`src/rtl/dmem_port_arbiter.sv`:
```
// Data memory port arbiter: MEM stage (A) has priority, loader/debug (B)
// gets a forced slot after waiting too long, stalling the pipeline once.
module dmem_port_arbiter #(
   parameter int STARVE_LIMIT = 8,
   parameter int STALL_CNT_W  = 16
) (
   input  logic                   clk,
   input  logic                   rst,
   input  logic                   a_req,
   input  logic                   a_we,
   input  logic [11:0]            a_addr,
   input  logic [31:0]            a_wdata,
   output logic                   a_stall,
   output logic [31:0]            a_rdata,
   input  logic                   b_valid,
   output logic                   b_ready,
   input  logic                   b_we,
   input  logic [11:0]            b_addr,
   input  logic [31:0]            b_wdata,
   output logic                   b_rvalid,
   output logic [31:0]            b_rdata,
   output logic [11:0]            mem_addr,
   output logic                   mem_we,
   output logic [31:0]            mem_wdata,
   input  logic [31:0]            mem_rdata,
   output logic [STALL_CNT_W-1:0] stall_count
);

   localparam int SW = (STARVE_LIMIT > 0) ? $clog2(STARVE_LIMIT + 1) : 1;
   localparam logic [SW-1:0] LIM = SW'(STARVE_LIMIT);

   logic [SW-1:0] starve_cnt;
   logic          force_b;
   logic          grant_b;
   logic          rd_pending;
   logic [31:0]   held_rdata;

   always_comb begin
      force_b   = (STARVE_LIMIT != 0) && (starve_cnt >= LIM);
      grant_b   = !rst && b_valid && (!a_req || force_b);
      b_ready   = grant_b;
      a_stall   = a_req && grant_b;
      mem_addr  = grant_b ? b_addr  : a_addr;
      mem_wdata = grant_b ? b_wdata : a_wdata;
      mem_we    = grant_b ? b_we    : (!rst && a_req && a_we);
      a_rdata   = mem_rdata;
      // a read accepted just before reset must not surface a response
      b_rvalid  = rd_pending && !rst;
      b_rdata   = b_rvalid ? mem_rdata : held_rdata;
   end

   always_ff @(posedge clk) begin
      if (rst) begin
         starve_cnt  <= '0;
         rd_pending  <= 1'b0;
         held_rdata  <= '0;
         stall_count <= '0;
      end else begin
         if (!b_valid || grant_b)
            starve_cnt <= '0;
         else if (starve_cnt != LIM)
            starve_cnt <= starve_cnt + SW'(1);
         rd_pending <= grant_b && !b_we;
         if (rd_pending)
            held_rdata <= mem_rdata;
         if (a_stall && (stall_count != '1))
            stall_count <= stall_count + STALL_CNT_W'(1);
      end
   end

endmodule

```
`config.mk`:
```
export PLATFORM = sky130hd
export DESIGN_NAME = dmem_port_arbiter
export DESIGN_NICKNAME = d
export VERILOG_FILES = /design/src/rtl/dmem_port_arbiter.sv
export SDC_FILE = /design/constraint.sdc
export NUM_CORES = 1
export LEC_CHECK = 0
export BUFFER_PORTS_ARGS = -buffer_cell sky130_fd_sc_hd__buf_2
export CAP_MARGIN = 5
export CORE_AREA = 2 2 98 100
export DETAILED_ROUTE_END_ITERATION = 8
export DIE_AREA = 0 0 100 102
export PLACE_DENSITY = 0.88
export SYNTH_ARGS = -nofsm -noshare
export SYNTH_HDL_FRONTEND = slang
export SYNTH_SLANG_ARGS = --single-unit
```
`constraint.sdc`:
```
create_clock -name clk -period 1.55 [get_ports clk]
set_input_delay 0.155 -clock clk [delete_from_list [all_inputs] [get_ports clk]]
set_output_delay 0.155 -clock clk [all_outputs]
set_load 0.01 [all_outputs]
```
Yosys cells after proc, flatten, opt, wreduce, memory -nomap -nowiden
Index checks and enable logic that the tools add are counted.
- register bits: 53
- bits of input ports: 126
- output and inout bits: 128
- logic and storage cells: 28
- $add $sub $neg: 2
- order comparisons: 1
- equal/unequal tests: 2
- muxes and demuxes: 4
- reductions and logical operators: 15
- operators with widths (kind ; count):
    $mux 32 ; 2
    $add 16x1->16 const B ; 1
    $ne 16x16->1 const B ; 1
    $mux 12 ; 1
    $logic_and 1x1->1 ; 8
    $add 4x1->4 const B ; 1
    $ge 4x4->1 const B ; 1
    $logic_not 1->1 ; 4
    $ne 4x4->1 const B ; 1
    $logic_or 1x1->1 ; 2
    $reduce_or 2->1 ; 1
    $mux 1 ; 1

Longest topological paths before layout
- depth in word-level cells: 5
- mapped depth: 6
- depth with buffers taken out: 5

Worst setup path before layout
Ideal clock, no wire load.
- path kind: reg-to-reg
- start point: reg stall_count[0]
- end point: reg stall_count[12]
- setup time: 0.121 ns
- arrival: 1.681 ns
- required time: 1.429 ns
- setup slack: -0.252 ns
- stages on the path, launching flop included: 7
- path buffers: 1
- period minus slack after synthesis: 1.802 ns
- cell sequence: dfxtp_1 > ha_1 > and4_1 > buf_2 > nand3_1 > or4_1 > mux2_2
- word-level cells in the longest chain between the ends: 2
- elaborated cells between the ends (all ways): 3
- classes of those cells: 1 x add/sub; 1 x eq/ne; 1 x reduce/logical
- RTL lines (what ; RTL line ; source):
    from (decl) ; 26 ; output logic [STALL_CNT_W-1:0] stall_count
    from (signal assigned) ; 67 ; stall_count <= stall_count + STALL_CNT_W'(1);
    branches (longest 2 deep; another with $add 16x1->16) ; n/a ;
Several ways; the timed one is not identified.
A chain may end at the register's enable or synchronous reset.

Final worst setup path
- start point: reg starve_cnt[3]
- end point: out mem_wdata[20]
- word-level cells in the longest chain between the ends: 4
- RTL lines (what ; RTL line ; source):
    from (decl) ; 32 ; logic [SW-1:0] starve_cnt;
    from (signal assigned) ; 62 ; starve_cnt <= starve_cnt + SW'(1);
    $ge 4x4->1 ; 39 ; force_b = (STARVE_LIMIT != 0) && (starve_cnt >= LIM);
    $logic_or 1x1->1 ; 40 ; grant_b = !rst && b_valid && (!a_req || force_b);
    $logic_and 1x1->1 ; 40 ;
    $mux 32 ; 44 ; mem_wdata = grant_b ? b_wdata : a_wdata;
    to (decl) ; 24 ; output logic [31:0] mem_wdata,
Every way passes these cells.

==> results.md <==
- Outcome: complete, but fails checks
- Failing checks: negative setup slack
- Vias/cell: 5.138
- CTS tree: built
- Initial Util: 0.3646
- GR Overflow Total: 0
- Post-synth cell types: 37
- Dpl hpwl: 8.783 mm
- Number of global-route vias before repair: 3656
- Slew Limit Headroom: 0.6402
- Placed insts: 772
- Routed WL: 13.92 mm
- Final WS setup: -178.9 ps
- Min cycle time layout: 1729 ps
- Ant. Diodes: 0
- Slew Viols, Final: 0
- Crit Path Max Fanout: 11
- Period utilization: 1.115
- WHS: 45.45 ps
- Dpl cell area: 4668 µm²
- # H-tree levels: 2
- Final Cell Area: 5988 µm²
- Largest net degree at the start of global routing: 34
- Final setup viols: 90
- CP dominant cell by count: buf_12
- VDD IR max: 0.3615 mV
- Worst Hold Class: in -> reg
- FMAX: 0.5784 GHz
- Antenna-violating nets left: 0
- Synthesized flop and latch total: 53
- Max-cap violations: 0
- Clk pin slew, worst setup/hold paths: 90 ps
- Critical path's slowest cell: dfxtp_2
- WP data required: 1390 ps
- Yosys warning total: 0
- Synth-to-Final Area Change: 80.33%
- Post-Synthesis Mean Instance Area: 7.651 µm²
- Syn nets: 563
- Synthesized-area fraction occupied by adder cells: 0.01130
- TritonRoute pass-1 iters: 4
- # rows: 35
- Synthesized-area fraction occupied by xor and xnor cells: 0.002638
- Die width: 100 µm
- Skew-Pair Late Insertion Delay: 300 ps
- All-layer global routing usage: 0.2197
- Final hold violation count: 0
- Die Area: 10200 µm²
- Final Non-Filler Cells: 819
- CP Capture Type: output pin
- Sequential element share of the synthesized area: 0.3195
- Multiplexer area fraction after synthesis: 0.2084
- CP Cell Sequence: nor2b_2 > nand2b_4 > buf_12 > buf_12 > inv_16 > nand2_2 > nand2_1 > buf_2
- Post-Syn Instances: 434
- Routability Congestion: 0.9088
- Initial drt markers: 165
- DRC: 0
- IO Port Bufs: 253
- Delay of the slowest cell on the worst path: 350 ps
- Io pins: 254
- Vias: 4208
- Post-CTS Hold Buffers: 0
- Clock tree buffer depth: 2
- Synth Cell Area: 3321 µm²
- Clock sink count: 53
- Die Y: 102 µm
- Crit-path leading delay family: buffers and inverters
- First-pass GRT wire length: 17.99 mm
- Worst slew pin tran: 539.7 ps
- Fin nets: 836
- CP bufs+invs: 4
- Critical path arrival: 1570 ps
- CP startpoint kind: flip-flop
- Fin Clk Skew: 2.905 ps
- Leak: 3.183 nW
- Simple logic cell fraction of the synthesized area: 0.2890
- Core Box Area: 9109 µm²
- Synth Area in Compound Gates: 0.05727
- PD cells: 522.2 nW/µm²
- Main combinational cell family by area after synthesis: simple AND/OR/NAND/NOR gates
- RSZ-0062 raised after global routing: true
- Final Util: 0.6574
- Post-synth ARST share: 0
- Proportion of layout cells with a drive suffix above 1: 0.6935
- Post-synth EDFFs: 0
- Root buffer cell: clkbuf_8
- Drt wl/cell: 17.00 µm
- CTS buffer count: 5
- Total power: 0.003127 W
- Ys flop type: dfxtp_1
- Antenna violations before repair: 0
- Worst Path Class, Setup: reg -> out
per-layer routing:
| metal | GRT usage | wire [µm] |
|---|---|---|
| met1 | 0.2335 | 4843 |
| met3 | 0.02804 | 828 |
| met5 | 0 | 0 |
| met2 | 0.4501 | 7783 |
| met4 | 0.06112 | 468 |
layout by cell type (no fill, tap or decap), types with 3 or more instances in the layout:
cell type and instances:
a21oi_1 5, a21oi_2 5, buf_12 10, buf_2 224, buf_4 42, buf_6 39, clkbuf_8 5, dfxtp_1 38
dfxtp_2 13, inv_1 5, inv_16 3, mux2_2 31, mux2i_1 32, nand2_1 60, nand2_2 52, nand2_4 28
nand3_1 6, nand4_1 5, nor2_1 38, o21ai_2 3, o31ai_1 4, or4_4 5
through the flow:
| stage | setup TNS [ps] | worst slack, ps |
|---|---|---|
| floorplan | -143.4 | -116.2 |
| global placement | -1279 | -97.20 |
| detailed placement | -2948 | -113.7 |
| CTS | -10780 | -167.5 |
| global route | -16800 | -251.5 |
| finish | -11010 | -178.9 |
state kept, by name, summed over array words and instances (netlist names):
| signal | flops |
|---|---|
| held_rdata | 32 |
| stall_count | 16 |
| starve_cnt | 4 |
| rd_pending | 1 |
path summary, 6_finish.rpt:
check	startpoint	endpoint	slack, ps	cells past startpoint
worst max register to register	stall_count[1]$_SDFFE_PP0P_	stall_count[4]$_SDFFE_PP0P_	-150	7
worst min register to register	starve_cnt[0]$_SDFFE_PP0N_	starve_cnt[0]$_SDFFE_PP0N_	500	1
worst max-delay path	starve_cnt[3]$_SDFFE_PP0N_	mem_wdata[20]	-180	8
worst min-delay path	b_we	rd_pending$_SDFF_PP0_	50	2
power by group:
part / total [W] / leakage [nW] / switching (W) / internal [W]
logic: 0.000955 / 2.70 / 0.000489 / 0.000466
clock network: 0.000786 / 0.0417 / 0.000465 / 0.000321
registers: 0.00139 / 0.437 / 0.00000942 / 0.00138
area by class of cell:
class | count | area (µm²)
clock buffer | 6 | 72.57
sequential | 53 | 1085
multi-input combinational | 316 | 2389
clock inverter | 2 | 13.76
fill | 729 | 3120
tap | 111 | 138.9
timing repair buffer | 319 | 2156
inverter | 6 | 38.79
timing repair inverter | 6 | 95.09
repair_timing:
item / 4_1_cts / 5_1_grt
endpoints found under the setup margin: 88 / 94
setup buffers: 10 / 21
cloned: 6 / 3
pin swaps: 30 / 44
resized for setup: 80 / 141
logic make-up after synthesis:
| logic type | count (synthesis) |
|---|---|
| flops | 53 |
| simple gates | 218 |
| fa+ha+maj | 3 |
| xor+xnor | 1 |
| buf+inv | 65 |
| mux | 65 |
| compound gates | 29 |
synth_stat cells, drive strengths merged, types with 4 or more instances:
master,n,area share
a21oi,10,0.015
or4,6,0.014
nand2,140,0.16
nor2b,4,0.0075
mux2,33,0.11
nor2,38,0.043
o31ai,5,0.011
nand3,8,0.012
dfxtp,53,0.32
o21ai,4,0.0060
clkbuf,14,0.016
inv,6,0.0068
nand4,5,0.0094
or3,4,0.0075
buf,45,0.089
mux2i,32,0.096
No activity file was read; power rests on OpenSTA's default activity.
